### config.mk
export PLATFORM = sky130hd
export DESIGN_NAME = conv1d_job_sequencer
export DESIGN_NICKNAME = d
export VERILOG_FILES = /design/src/rtl/conv1d_job_sequencer.sv
export SDC_FILE = /design/constraint.sdc
export NUM_CORES = 1
export LEC_CHECK = 0
export ABC_AREA = 1
export CORE_UTILIZATION = 35
export DETAILED_ROUTE_END_ITERATION = 12
export PLACE_DENSITY = 0.65
export SETUP_SLACK_MARGIN = 0.15
export SYNTH_ARGS = -nofsm -noshare
export SYNTH_HDL_FRONTEND = slang
export SYNTH_SLANG_ARGS = --single-unit
### constraint.sdc
create_clock -name clk -period 3.6 [get_ports clk]
set_clock_uncertainty 0.15 [all_clocks]
set_input_delay 0.54 -clock clk [delete_from_list [all_inputs] [get_ports clk]]
set_output_delay 0.54 -clock clk [all_outputs]
set_load 0.05 [all_outputs]
### src/rtl/conv1d_job_sequencer.sv
// conv1d job sequencer: walks one filter across N output positions,
// driving the engine cmd port, streaming biased results, refilling rows.
module conv1d_job_sequencer #(
  parameter int CMD_NOP        = 10,
  parameter int TIMEOUT_CYCLES = 1024,
  parameter int POS_W          = 16
) (
  input  logic             clk,
  input  logic             reset_n,
  input  logic             job_start,
  input  logic [POS_W-1:0] job_positions,
  input  logic [2:0]       job_first_slot,
  input  logic [31:0]      bias,
  input  logic             abort,
  output logic             busy,
  output logic             done,
  output logic             error,
  output logic             eng_en,
  output logic [6:0]       eng_cmd,
  output logic [31:0]      eng_inp0,
  output logic [31:0]      eng_inp1,
  input  logic [31:0]      eng_ret,
  output logic             row_req,
  output logic [2:0]       row_slot,
  input  logic             row_ack,
  output logic             res_valid,
  output logic [31:0]      res_data,
  output logic [POS_W-1:0] res_index,
  input  logic             res_ready
);

  localparam int TW =
    (TIMEOUT_CYCLES > 1) ? $clog2(TIMEOUT_CYCLES) : 1;

  typedef enum logic [3:0] {
    S_IDLE,
    S_SET_X,
    S_START,
    S_POLL,
    S_CHK,
    S_READ,
    S_CAPT,
    S_PUSH,
    S_REFILL,
    S_ERR
  } state_t;

  state_t           state_q, state_d;
  logic [POS_W-1:0] pos_q, pos_d;
  logic [POS_W-1:0] positions_q, positions_d;
  logic [2:0]       slot_q, slot_d;
  logic [31:0]      bias_q, bias_d;
  logic [TW-1:0]    timer_q, timer_d;
  logic             error_q, error_d;
  logic             done_q, done_d;
  logic             busy_q, busy_d;
  logic             eng_en_q, eng_en_d;
  logic [6:0]       eng_cmd_q, eng_cmd_d;
  logic [31:0]      eng_inp1_q, eng_inp1_d;
  logic             row_req_q, row_req_d;
  logic [2:0]       row_slot_q, row_slot_d;
  logic             res_valid_q, res_valid_d;
  logic [31:0]      res_data_q, res_data_d;
  logic [POS_W-1:0] res_index_q, res_index_d;
  logic             xfer;

  assign xfer = res_valid_q && res_ready;

  always_comb begin
    state_d     = state_q;
    pos_d       = pos_q;
    positions_d = positions_q;
    slot_d      = slot_q;
    bias_d      = bias_q;
    timer_d     = timer_q;
    error_d     = error_q;
    done_d      = 1'b0;
    row_req_d   = row_req_q;
    row_slot_d  = row_slot_q;
    res_valid_d = res_valid_q;
    res_data_d  = res_data_q;
    res_index_d = res_index_q;
    if (abort) begin
      state_d     = S_IDLE;
      res_valid_d = 1'b0;
      row_req_d   = 1'b0;
    end else begin
      unique case (state_q)
        S_IDLE, S_ERR: begin
          if (job_start) begin
            if (job_positions != '0) begin
              positions_d = job_positions;
              slot_d      = job_first_slot;
              bias_d      = bias;
              pos_d       = '0;
              error_d     = 1'b0;
              state_d     = S_SET_X;
            end else begin
              done_d  = 1'b1;
              state_d = S_IDLE;
            end
          end
        end
        S_SET_X: state_d = S_START;
        S_START: begin
          timer_d = '0;
          state_d = S_POLL;
        end
        S_POLL: state_d = S_CHK;
        S_CHK: begin
          if (eng_ret[0]) begin
            state_d = S_READ;
          end else if (timer_q == TW'(TIMEOUT_CYCLES - 1)) begin
            error_d = 1'b1;
            state_d = S_ERR;
          end else begin
            timer_d = timer_q + TW'(1);
          end
        end
        S_READ: state_d = S_CAPT;
        S_CAPT: begin
          res_data_d  = eng_ret + bias_q;
          res_index_d = pos_q;
          res_valid_d = 1'b1;
          state_d     = S_PUSH;
        end
        S_PUSH: begin
          if (xfer) begin
            res_valid_d = 1'b0;
            if (pos_q == positions_q - POS_W'(1)) begin
              done_d  = 1'b1;
              state_d = S_IDLE;
            end else begin
              row_req_d  = 1'b1;
              row_slot_d = slot_q;
              state_d    = S_REFILL;
            end
          end
        end
        S_REFILL: begin
          if (row_ack) begin
            row_req_d = 1'b0;
            slot_d    = slot_q + 3'd1;
            pos_d     = pos_q + POS_W'(1);
            state_d   = S_SET_X;
          end
        end
        default: state_d = S_IDLE;
      endcase
    end
  end

  // Engine-facing outputs are decoded from the next state so they
  // line up with the state register.
  always_comb begin
    busy_d     = !(state_d inside {S_IDLE, S_ERR});
    eng_en_d   = busy_d;
    eng_inp1_d = '0;
    unique case (state_d)
      S_SET_X: begin
        eng_cmd_d  = 7'd8;
        eng_inp1_d = {29'd0, slot_d};
      end
      S_START:       eng_cmd_d = 7'd6;
      S_POLL, S_CHK: eng_cmd_d = 7'd9;
      S_READ:        eng_cmd_d = 7'd7;
      default:       eng_cmd_d = 7'(CMD_NOP);
    endcase
  end

  always_ff @(posedge clk) begin
    if (!reset_n) begin
      state_q     <= S_IDLE;
      pos_q       <= '0;
      positions_q <= '0;
      slot_q      <= '0;
      bias_q      <= '0;
      timer_q     <= '0;
      error_q     <= 1'b0;
      done_q      <= 1'b0;
      busy_q      <= 1'b0;
      eng_en_q    <= 1'b0;
      eng_cmd_q   <= 7'(CMD_NOP);
      eng_inp1_q  <= '0;
      row_req_q   <= 1'b0;
      row_slot_q  <= '0;
      res_valid_q <= 1'b0;
      res_data_q  <= '0;
      res_index_q <= '0;
    end else begin
      state_q     <= state_d;
      pos_q       <= pos_d;
      positions_q <= positions_d;
      slot_q      <= slot_d;
      bias_q      <= bias_d;
      timer_q     <= timer_d;
      error_q     <= error_d;
      done_q      <= done_d;
      busy_q      <= busy_d;
      eng_en_q    <= eng_en_d;
      eng_cmd_q   <= eng_cmd_d;
      eng_inp1_q  <= eng_inp1_d;
      row_req_q   <= row_req_d;
      row_slot_q  <= row_slot_d;
      res_valid_q <= res_valid_d;
      res_data_q  <= res_data_d;
      res_index_q <= res_index_d;
    end
  end

  assign busy      = busy_q;
  assign done      = done_q;
  assign error     = error_q;
  assign eng_en    = eng_en_q;
  assign eng_cmd   = eng_cmd_q;
  assign eng_inp0  = '0;
  assign eng_inp1  = eng_inp1_q;
  assign row_req   = row_req_q;
  assign row_slot  = row_slot_q;
  assign res_valid = res_valid_q;
  assign res_data  = res_data_q;
  assign res_index = res_index_q;

endmodule
# Word-level counts from Yosys, hierarchy flattened

Index checks and enable logic that the tools add are counted.

Add/sub/neg operators: 5
Equal/unequal tests: 25
Muxes and demuxes: 38
Bitwise operators: 3
Reduce and logical (&&, ||, !) cells: 23

Operators with widths:

| kind                                               | count |
|---|---|
| two-way mux 16 bit                                 | 3 |
| case mux 4 bit (9 select lines)                    | 1 |
| adder 32 bit                                       | 1 |
| case mux 16 bit (2 select lines)                   | 1 |
| two-way mux 4 bit                                  | 7 |
| == test 4 x 3 -> 1 bit, second input constant      | 6 |
| two-way mux 10 bit                                 | 2 |
| case mux 10 bit (2 select lines)                   | 1 |
| adder 16 x 1 -> 16 bit, second input constant      | 1 |
| == test 16 bit                                     | 1 |
| == test 4 x 2 -> 1 bit, second input constant      | 4 |
| inequality test 2 bit, second input constant       | 8 |
| case mux 4 bit (4 select lines)                    | 1 |
| AND reduction 4 bit                                | 4 |
| nonzero test 16 bit                                | 1 |
| subtractor 16 x 1 -> 16 bit, second input constant | 1 |
| two-way mux 1 bit                                  | 13 |
| == test 4 bit, second input constant               | 3 |
| two-way mux 3 bit                                  | 4 |
| nonzero test 2 bit                                 | 6 |
| adder 10 x 1 -> 10 bit, second input constant      | 1 |
| == test 10 bit, second input constant              | 1 |
| == test 4 x 1 -> 1 bit, second input constant      | 2 |
| zero test 4 bit                                    | 2 |
| other kinds (10)                                   | 19 |

Register bits after elaboration: 176
Bits of input ports: 89
Output and inout bits: 128
Word-level logic and storage cells: 111

# Logic depth before layout (Yosys ltp)

Depth after elaboration: 9
Mapped depth: 19
Depth with buffers taken out: 19

# Worst setup path after synthesis

Ideal clock, no wire load.

Kind: input port to flip-flop
Start point: in eng_ret[0]
End point: reg res_data_q[16] (netlist: res_data[16])
Setup time: 59 ps
Data arrival time: 2301 ps
Required time: 3391 ps
Setup slack: 1091 ps
Stages: 13
Buffers on the path: 0
Cell sequence: ha_1 > inv_1 > fa_1 > inv_1 > nand3_1 > nand2_1 > a21oi_1 > o21bai_1 > a21oi_1 > or2_2 > nand3_1 > o211ai_1 > inv_1

Cells in the longest elaborated chain, start to end: 1

Ends and longest elaborated chain:

| element              | line | text |
|---|---|---|
| from (decl)          | 22   | `input logic [31:0] eng_ret,` |
| adder 32 bit         | 122  | `res_data_d = eng_ret + bias_q;` |
| to (signal assigned) | 206  | `res_data_q <= res_data_d;` |
| to (decl)            | 63   | `logic [31:0] res_data_q, res_data_d;` |

Every way passes these cells.
A chain may end at the register's enable or synchronous reset.

# Worst setup path in the final report

Start point: in eng_ret[0]
End point: reg res_data_q[28] (netlist: res_data[28])

The elaborated chain is that of the path after synthesis.

==> run_results.csv <==
group,metric,value,unit
synthesis,synth_seq_cells,144,
timing,finalCriticalPeriod,2900,ps
status,status,"finished clean",
synthesis,synth_flop_cell,"dfxtp_1",
setup_path,cpMaxStageDelayCell,"clkdlybuf4s50_1",
timing,fin_setup_tns,0,ps
routing,met1_length,11800,um
setup_path,critPathMaxStageDelay,640,ps
setup_path,path_cells,"clkdlybuf4s50_1 > ha_1 > inv_1 > fa_1 > inv_1 > nand3_1 > nand2_1 > a21oi_1 > o21bai_1 > buf_4 > nand2_1 > nand2_1 > nand3_1 > nand2_1 > nand2_1 > a31oi_1",
die,rows,58,
setup_path,path_common_cell,"nand2_1",
synthesis,yosysTopAreaCellShare,32.2,%
timing,slew_viol_final,0,
routing,drc_errors,0,
place,gp_congestion,0.931,
timing,slew_headroom,45.6,%
synthesis,async_flop_share,0,%
synthesis,syn_avg_cell_area,6.83,um^2
place,numPortBuffers,152,
finish,drive_above_1_share,6.01,%
synthesis,ys_warn_count,0,
finish,n_antenna_cell,0,
cts,insertion_delay,430,ps
synthesis,syn_area,8950,um^2
cts,cts_sinks,144,
finish,syn2layout_area_growth,24.0,%
finish,seqCellArea,2880,um^2
die,start_util,35.6,%
routing,antenna_left,0,
timing,grt_setup_unrepaired,"no",
routing,dr.pass1.iters,5,
setup_path,path_class,"in2reg",
power,power.density,391,nW/um^2
cts,postCtsSetupRepairBufs,0,
die,coreArea,25100,um^2
cts,hold_buffers,0,
setup_path,worstPathMaxFanout,4,
finish,n_fill_cell,2616,
min_path,holdCritStartpoint,"timer_q[9]",
timing,period_share,80.5,%
cts,clk_path_buf_depth,2,
timing,setup_violations,0,
timing,timing.fmax,345,MHz
routing,drtIter0Drc,532,
synthesis,ys_seq_area_share,32.2,%
routing,dr_total_vias,8697,
min_path,hold_class,"reg2reg",
finish,final_cells,1794,
die,dieArea,26200,um^2
timing,tightest_slew,816,ps
setup_path,endpoint_kind,"flop",
timing,setup_slack,703,ps
finish,multi_input_area,5040,um^2
global_route,grt_pass1_vias,8010,
routing,topRoutingLayerUsed,"met4",
setup_path,rr_startpoint,"bias_q[2]",
synthesis,syn_inst,1310,
routing,routed-wl-met3,1490,um
flow_run,maxCapViolCount,0,
synthesis,synth_area_leaders,"dfxtp_1, nand2_1, a21oi_1, inv_1, buf_4",
timing,hold_violations,0,
global_route,gr-usage-all-layers,19.5,%
power,peakVddDrop,0.179,mV
synthesis,yosysTopAreaCell,"dfxtp_1",
cts,cts.clk_slew.worst_paths,70,ps
finish,layout_common_cells,"nand2_1, inv_1, clkdlybuf4s50_1",
finish,final_common_cell,"nand2_1",
global_route,grt_antenna_before_repair,0,
synthesis,yosysUniqueCellTypes,48,
power,leakage,4.98,nW
global_route,grt_max_degree,74,
die,io_pins,217,
routing,routed_via_density,4.85,
setup_path,arrival,3110,ps
global_route,grt_pass1_wl,40600,um
cts,cts_resized,0,
setup_path,crit_path_start_kind,"input port",
synthesis,synth_edf_count,0,
cts,cts_inserted_buffers,17,
place,dpl_worst_slack,240,ps
place,dp_cells,1762,
die,die_w,162,um
cts,cts_root_buffer,"clkbuf_16",
global_route,grt.overflow.total,0,
cts,cts_tree,"built",
die,die_h,162,um
finish,final_nets,1576,
place,dp_hpwl,19500,um
setup_path,critPathRequiredTime,3810,ps
cts,cts_max_level,4,
setup_path,crit_start,"eng_ret[0]",
routing,met2_length,11900,um
routing,wirelength,25400,um
routing,routedWlPerCell,14.2,um
[final timing paths]
path	endpoint	slack [ps]	cells after the start
setup / recovery	res_data[28]	700	16
hold / removal	timer_q[9]	300	2
setup reg to reg	res_data[29]	1080	12
hold reg to reg	timer_q[9]	300	2
[critical path, delay by kind of cell]
| family | cells | cell delay (ps) |
|---|---|---|
| and+or+nand+nor | 7 | 530 |
| buffers and inverters | 4 | 930 |
| AOI/OAI and AO/OA | 3 | 480 |
| adders and majority gates | 2 | 610 |
[layer usage]
layer  vias up  track usage, %
li1       4456               -
met1      3952            26.3
met5         -               0
met2       275            32.2
met3        14            3.47
met4         0            4.63
[report_power, final]
part / leakage [nW] / switching [mW] / internal, mW
Sequential: 1.17 / 0.0388 / 1.64
Clock: 0.257 / 0.757 / 0.910
Combinational: 3.56 / 0.664 / 0.329
Total: 4.98 / 1.46 / 2.88
[cell usage after synthesis, types with 2 or more instances]
cell / number
o21a_1: 6
inv_4: 2
and3_1: 3
buf_4: 70
a31oi_1: 8
or2_2: 6
clkbuf_1: 24
nand2_1: 244
o221ai_1: 2
nor2_1: 119
nand3b_1: 4
a21o_1: 8
ha_1: 35
xnor2_1: 9
nand2_2: 8
nor3_1: 18
nand2_4: 2
nand3_1: 105
a21oi_1: 128
nor2_4: 6
nor4_1: 7
o31ai_1: 3
o21ai_1: 17
o211ai_1: 11
inv_2: 7
inv_1: 152
o21bai_1: 22
nand4_1: 11
xor2_1: 24
dfxtp_1: 144
buf_2: 9
nor2_2: 8
o21ai_0: 71
a221oi_1: 3
[final cells by class]
| class | instances | share of cell area (%) |
|---|---|---|
| Clock inverter | 13 | 0.947 |
| Tap cell | 330 | 3.72 |
| Clock buffer | 19 | 3.99 |
| Sequential cell | 144 | 26.0 |
| Timing Repair Buffer | 162 | 14.5 |
| Multi-Input combinational cell | 964 | 45.4 |
| Inverter | 162 | 5.52 |
[cells by family after synthesis]
logic type	share of synthesized area (%)
buf+inv	14.2
flops	32.2
other cells	0.0419
compound gates	17.7
xor+xnor	3.23
simple gates	27.5
fa+ha+maj	5.12
[per-stage QoR]
step           hold slack, ps  instance area, um^2  util (%)  power [mW]
2_1_floorplan             282                 9190         -        2.48
4_1_cts                   310                11100      44.2        4.37
6_report                  303                11100      44.2        4.34
5_1_grt                   337                11100      44.2        4.55
3_3_place_gp              298                10500      42.0        2.69
3_5_place_dp              301                10500      42.0        2.70
[registers in the layout, indices dropped and copies added, names as in the netlist, 4 cells and up]
register,count
bias_q,32
eng_cmd,4
pos_q,16
positions_q,16
res_data,32
res_index,16
state_q,4
timer_q,10
Note: power is estimated with default switching activity, not from simulation.
